`src/rtl/ldpc_vpu_pipe.sv`:
```
// Pipelined variable-node unit: sums intrinsic + check messages, emits saturated
// extrinsic messages, a-posteriori total and hard decision, with valid/ready flow control.
module ldpc_vpu_pipe #(
    parameter int COL_WEIGHT = 4,
    parameter int LLR_WIDTH  = 8,
    localparam int SUM_WIDTH = LLR_WIDTH + $clog2(COL_WEIGHT + 1)
) (
    input  logic                            clk,
    input  logic                            rst,
    input  logic                            in_valid,
    output logic                            in_ready,
    input  logic                            in_init,
    input  logic [LLR_WIDTH-1:0]            llr_intri,
    input  logic [COL_WEIGHT*LLR_WIDTH-1:0] llr_in,
    output logic                            out_valid,
    input  logic                            out_ready,
    output logic [COL_WEIGHT*LLR_WIDTH-1:0] llr_out,
    output logic [LLR_WIDTH-1:0]            llr_all,
    output logic                            hard_bit,
    output logic [15:0]                     sat_cnt,
    input  logic                            sat_clr
);

    localparam logic signed [SUM_WIDTH-1:0] SAT_MAX = SUM_WIDTH'((1 << (LLR_WIDTH - 1)) - 1);
    localparam logic signed [SUM_WIDTH-1:0] SAT_MIN = -SAT_MAX;

    function automatic logic signed [SUM_WIDTH-1:0] sext(input logic signed [LLR_WIDTH-1:0] x);
        return SUM_WIDTH'(x);
    endfunction

    // Returns {clamped_flag, saturated_value}; the range is symmetric so -2^(W-1) never leaves.
    function automatic logic [LLR_WIDTH:0] clamp(input logic signed [SUM_WIDTH-1:0] x);
        if (x > SAT_MAX)
            return {1'b1, SAT_MAX[LLR_WIDTH-1:0]};
        else if (x < SAT_MIN)
            return {1'b1, SAT_MIN[LLR_WIDTH-1:0]};
        else
            return {1'b0, x[LLR_WIDTH-1:0]};
    endfunction

    logic                            s1_valid;
    logic signed [SUM_WIDTH-1:0]     s1_total;
    logic [COL_WEIGHT*LLR_WIDTH-1:0] s1_lanes;
    logic signed [SUM_WIDTH-1:0]     acc;
    logic [COL_WEIGHT*LLR_WIDTH-1:0] ext_bus;
    logic [LLR_WIDTH:0]              ext_c [COL_WEIGHT];
    logic [LLR_WIDTH:0]              all_c;
    logic                            sat_any;
    logic                            s1_load;
    logic                            s2_load;

    // A stage transfers on the edge where its valid and the consumer's ready are both high;
    // in_ready is combinational from the output side, so a full pipe moves 1 vector/cycle.
    assign s2_load  = s1_valid && (!out_valid || out_ready);
    assign in_ready = !rst && (!s1_valid || s2_load);
    assign s1_load  = in_valid && in_ready;

    always_comb begin
        acc = sext(llr_intri);
        for (int k = 0; k < COL_WEIGHT; k++) begin
            if (!in_init)
                acc = acc + sext(llr_in[k*LLR_WIDTH +: LLR_WIDTH]);
        end
    end

    for (genvar k = 0; k < COL_WEIGHT; k++) begin : g_ext
        assign ext_c[k] = clamp(s1_total - sext(s1_lanes[k*LLR_WIDTH +: LLR_WIDTH]));
        assign ext_bus[k*LLR_WIDTH +: LLR_WIDTH] = ext_c[k][LLR_WIDTH-1:0];
    end

    assign all_c = clamp(s1_total);

    always_comb begin
        sat_any = all_c[LLR_WIDTH];
        for (int k = 0; k < COL_WEIGHT; k++)
            sat_any = sat_any | ext_c[k][LLR_WIDTH];
    end

    always_ff @(posedge clk) begin
        if (rst) begin
            s1_valid  <= 1'b0;
            s1_total  <= '0;
            s1_lanes  <= '0;
            out_valid <= 1'b0;
            llr_out   <= '0;
            llr_all   <= '0;
            hard_bit  <= 1'b0;
            sat_cnt   <= '0;
        end else begin
            if (s1_load) begin
                s1_valid <= 1'b1;
                s1_total <= acc;
                // Init vectors store zero lanes so stage 2 needs no mode bit.
                s1_lanes <= in_init ? '0 : llr_in;
            end else if (s2_load) begin
                s1_valid <= 1'b0;
            end

            if (s2_load) begin
                out_valid <= 1'b1;
                llr_out   <= ext_bus;
                llr_all   <= all_c[LLR_WIDTH-1:0];
                hard_bit  <= s1_total[SUM_WIDTH-1];
            end else if (out_ready) begin
                out_valid <= 1'b0;
            end

            if (sat_clr)
                sat_cnt <= '0;
            else if (s2_load && sat_any && sat_cnt != 16'hFFFF)
                sat_cnt <= sat_cnt + 16'd1;
        end
    end

endmodule

```
`config.mk`:
```
export PLATFORM = sky130hd
export DESIGN_NAME = ldpc_vpu_pipe
export DESIGN_NICKNAME = d
export VERILOG_FILES = /design/src/rtl/ldpc_vpu_pipe.sv
export SDC_FILE = /design/constraint.sdc
export NUM_CORES = 1
export LEC_CHECK = 0
export CAP_MARGIN = 0
export CORE_ASPECT_RATIO = 0.5
export CORE_MARGIN = 1
export CORE_UTILIZATION = 30
export DETAILED_ROUTE_END_ITERATION = 7
export GPL_TIMING_DRIVEN = 0
export PLACE_DENSITY_LB_ADDON = 0.3
export SYNTH_ARGS = -nofsm -noshare
export SYNTH_HDL_FRONTEND = slang
export SYNTH_SLANG_ARGS = --single-unit
```
`constraint.sdc`:
```
create_clock -name clk -period 11.5 [get_ports clk]
set_input_delay 1.15 -clock clk [delete_from_list [all_inputs] [get_ports clk]]
set_output_delay 1.15 -clock clk [all_outputs]
set_load 0.1 [all_outputs]
```
==> key figures, run 1 <==
Floorplanning
  • Ports: around 110
  • Die area: roughly 27000 µm²
  • DIE WIDTH: 230 µm
  • Row count: between 40 and 50
  • Initial Util: 0.307
  • Die Y-Extent: 116 µm
  • Core box area: between 20000 and 30000 µm²

Detailed routing
  • # DRC: 0
  • Vias post-DR: 7515
  • WL final: about 25 mm
  • DRT antenna net count: 0
  • 1st-iter DRT viols: approximately 480
  • Pre-antenna DRT Iters: 5
  • Average wire per cell in the routed design: 17.0 µm
  • Vias per Instance: slightly above 5

Critical path
  • Crit end category: flip-flop
  • Worst EP arrival: 6.55 ns
  • CP required: 11.75 ns
  • Worst setup path class: input pin to flip-flop
  • CP startpoint kind: input pin
  • Worst Path Max Fanout: 10

Final layout
  • Final cell area excluding filler cells: approximately 9600 µm²
  • Commonest cells after routing, fill and taps aside: a21oi_1 (114), dfxtp_1 (102), clkdlybuf4s50_1 (102)
  • Nets@finish: between 1000 and 1500
  • Reg area: slightly above 2000 µm²
  • Diodes inserted: 0
  • Share of cells above drive strength 1: 0.0415
  • Commonest non-fill, non-tap cell in the layout: a21oi_1
  • Layout fillers: roughly 2700
  • Synthesis-to-layout area growth: 22.7%
  • Area of the multi-input gates: 5340 µm²

Hold path
  • Hold Path Class: flip-flop to flip-flop

Timing
  • Setup violators final: 0
  • Hold Vio Cnt, Final: 0
  • Final worst path period need: roughly 6.3 ns
  • F_max: roughly 160 MHz
  • WHS: about 0.45 ns
  • TNS Setup: 0 ns
  • Final Max Tran Viols: 0
  • Worst-Margin Slew: around 1.1 ns
  • Clock Skew: roughly 0.012 ns
  • RSZ-0062 raised after global routing: no
  • Max-slew headroom: 0.295
  • Period utilisation layout: 0.548

Pwr
  • Cell Pwr Density: ~150 nW/µm²
  • Net Sw Frac: 0.421
  • Switching power total: ~0.00061 W
  • Comb pwr share: 0.493
  • Reg power frac: 0.278
  • Cell Int Power: about 0.00084 W
  • Max VDD drop: ~0.077 mV
  • Pleak: 3.56 nW
  • Clk pwr share: 0.229

Clock network
  • Post-CTS Hold Buffers: 0
  • Clk buf depth: 2
  • Post-CTS Setup Inserts: 0
  • Total CTS buffers: 9
  • CTS H-tree depth: 3
  • Clk Latency, worst-skew pair: between 0.3 and 0.4 ns
  • CTS-repair resized insts: 0
  • CTS tree: built
  • Reg clk slew, reported paths: 0.08 ns
  • CTS sink cnt: between 100 and 150
  • Clock root buffer master: clkbuf_16

Place
  • Hpwl dp: approximately 20 mm
  • Port bufs: around 100
  • Post-DP Area: around 9200 µm²
  • Final Wtd Congestion: 0.855

Global route
  • Total gr overflow: 0
  • First-pass GRT wire length: a little under 40 mm
  • Largest net degree at the start of global routing: 17
  • Total track usage: 0.186
  • Vias in the first global route: between 7000 and 8000
  • Initial antenna violation count: 0

Synthesis
  • Syn Inst Count: roughly 990
  • Number of flops mapped to enable cells by yosys: 0
  • Ys flop type: dfxtp_1
  • Mapped Nets: between 1000 and 1500
  • Sequential-to-total area share from yosys stat: 0.262
  • Mapped Area: just under 8000 µm²
  • FF+latch count, synth: just over 100
  • Netlist cell types: between 60 and 70
  • Mean Syn Cell Area: about 7.9 µm²
  • Yosys warning count: 0
  • Asr flop ratio synth: 0

Flow run
  • Max_cap viols: 0

Outcome
  • Run status: completed
[worst paths after layout]
check              startpoint           end  slack [ns]  depth (start not counted)
hold reg to reg    llr_all[1]    llr_all[1]        0.45                          2
setup reg to reg  s1_total[1]    sat_cnt[1]        7.29                         13
hold / removal     llr_all[1]    llr_all[1]        0.45                          2
setup / recovery      in_init  s1_total[10]        5.20                         23
[power groups by stage]
stage | Combinational [W] | Sequential, W | Clock [W]
6_report | 0.000718 | 0.000404 | 0.000333
3_3_place_gp | 0.000703 | 0.000412 | 0
4_1_cts | 0.000714 | 0.000405 | 0.000340
5_1_grt | 0.000787 | 0.000407 | 0.000354
2_1_floorplan | 0.000437 | 0.000518 | 0
3_5_place_dp | 0.000711 | 0.000413 | 0
[kinds of logic (layout without fill, tap and decap cells)]
| group | count (synthesis) | in the layout | share of synthesized area |
|---|---|---|---|
| XOR/XNOR | 66 | 66 | 0.0742 |
| flip-flops | 102 | 102 | 0.262 |
| buffers and inverters | 103 | 220 | 0.0522 |
| adder cells (fa/ha/maj) | 86 | 86 | 0.146 |
| AO/OA/AOI/OAI | 302 | 302 | 0.246 |
| AND/OR/NAND/NOR | 326 | 326 | 0.211 |
| multiplexers | 6 | 6 | 0.00867 |
[final cells by class]
| cell class | count | share of cell area |
|---|---|---|
| multi-input cells | 786 | 0.559 |
| repair buffers | 102 | 0.107 |
| well taps | 344 | 0.0450 |
| plain buffers | 41 | 0.0182 |
| inverters | 62 | 0.0243 |
| clock buffers | 10 | 0.0250 |
| flip-flops and latches | 102 | 0.214 |
| clock inverters | 5 | 0.00850 |
[flip-flops by register name, indices dropped and copies added, names as in the netlist]
signal,flops
hard_bit,1
llr_all,8
llr_out,32
out_valid,1
s1_lanes,32
s1_total,11
s1_valid,1
sat_cnt,16
[synthesized netlist by cell type (3+ instances only)]
library cell	n	area [µm²]
a21oi_1	114	571
dfxtp_1	102	2040
nand2_1	91	342
nor2_1	81	304
ha_1	78	976
inv_1	62	233
o21ai_0	53	265
xnor2_1	38	333
clkbuf_1	35	131
nand3b_1	35	263
xor2_1	28	245
a21o_1	21	158
nor3_1	21	105
nand3_1	18	90.1
nor2b_1	16	100
o211ai_1	16	120
o21bai_1	16	120
or3_1	12	75.1
a211oi_1	11	82.6
nand2b_1	11	68.8
o21a_1	11	82.6
o22ai_1	10	62.6
fa_1	8	160
a21oi_2	7	61.3
nand4_1	7	43.8
a31oi_1	6	37.5
o21ai_2	6	52.6
or4_1	6	45.0
and3_1	5	31.3
nor4_1	5	31.3
o2111ai_1	5	43.8
and2_1	4	25.0
nor3b_1	4	30.0
o31a_1	4	35.0
and4_1	3	26.3
buf_1	3	11.3
mux2i_1	3	30.0
o311ai_0	3	26.3
o31ai_1	3	22.5
or2_2	3	18.8
[metal layers]
| metal | vias to the layer above | routed length [µm] | GRT usage |
|---|---|---|---|
| met4 | 0 | 650 | 0.0675 |
| met1 | 3545 | 12300 | 0.258 |
| met3 | 37 | 1190 | 0.0244 |
| met2 | 178 | 10600 | 0.296 |
| li1 | 3755 | - | - |
| met5 | - | 0 | 0 |
[through the flow]
stage / util / instances / total power [W] / setup slack [ns]
global placement: 0.365 / 1437 / 0.00112 / 4.93
floorplan: - / 991 / 0.000955 / 5.86
global route: 0.377 / 1452 / 0.00155 / 4.89
detailed placement: 0.365 / 1437 / 0.00112 / 4.85
CTS: 0.377 / 1452 / 0.00146 / 5.23
finish: 0.377 / 1452 / 0.00146 / 5.20
[critical path, stage by stage]
cell and delay, ns:
clkbuf_1 0.36, clkbuf_1 0.49, clkbuf_1 0.38, o21ai_0 0.23, fa_1 0.54, inv_1 0.03
o21ai_0 0.25, ha_1 0.29, a21o_1 0.18, a21oi_1 0.22, o21bai_1 0.09, a21oi_1 0.22
o21bai_1 0.09, a21oi_1 0.23, xnor2_1 0.14, o21ai_0 0.10, ha_1 0.37, nand2_1 0.06
o21ai_0 0.29, a21o_1 0.17, a21oi_1 0.10, or4_1 0.40, and3_1 0.15
(Power assumes the default switching activity.)
==> run 2, diff against run 1 <==
clock period = 6.1 ns   (was 11.5 ns; I/O delays follow)
==> results of run 2 <==
Same layout as run 1 (identical final DEF). Status: completed.
Main changes from that run: setup slack after placement 4.85 ns -> -0.00922 ns; setup slack after layout 5.20 ns -> 0.339 ns; register-to-register setup slack 7.29 ns -> 1.89 ns; total power 0.00146 W -> 0.00274 W; worst IR drop on VDD 0.0774 mV -> 0.146 mV
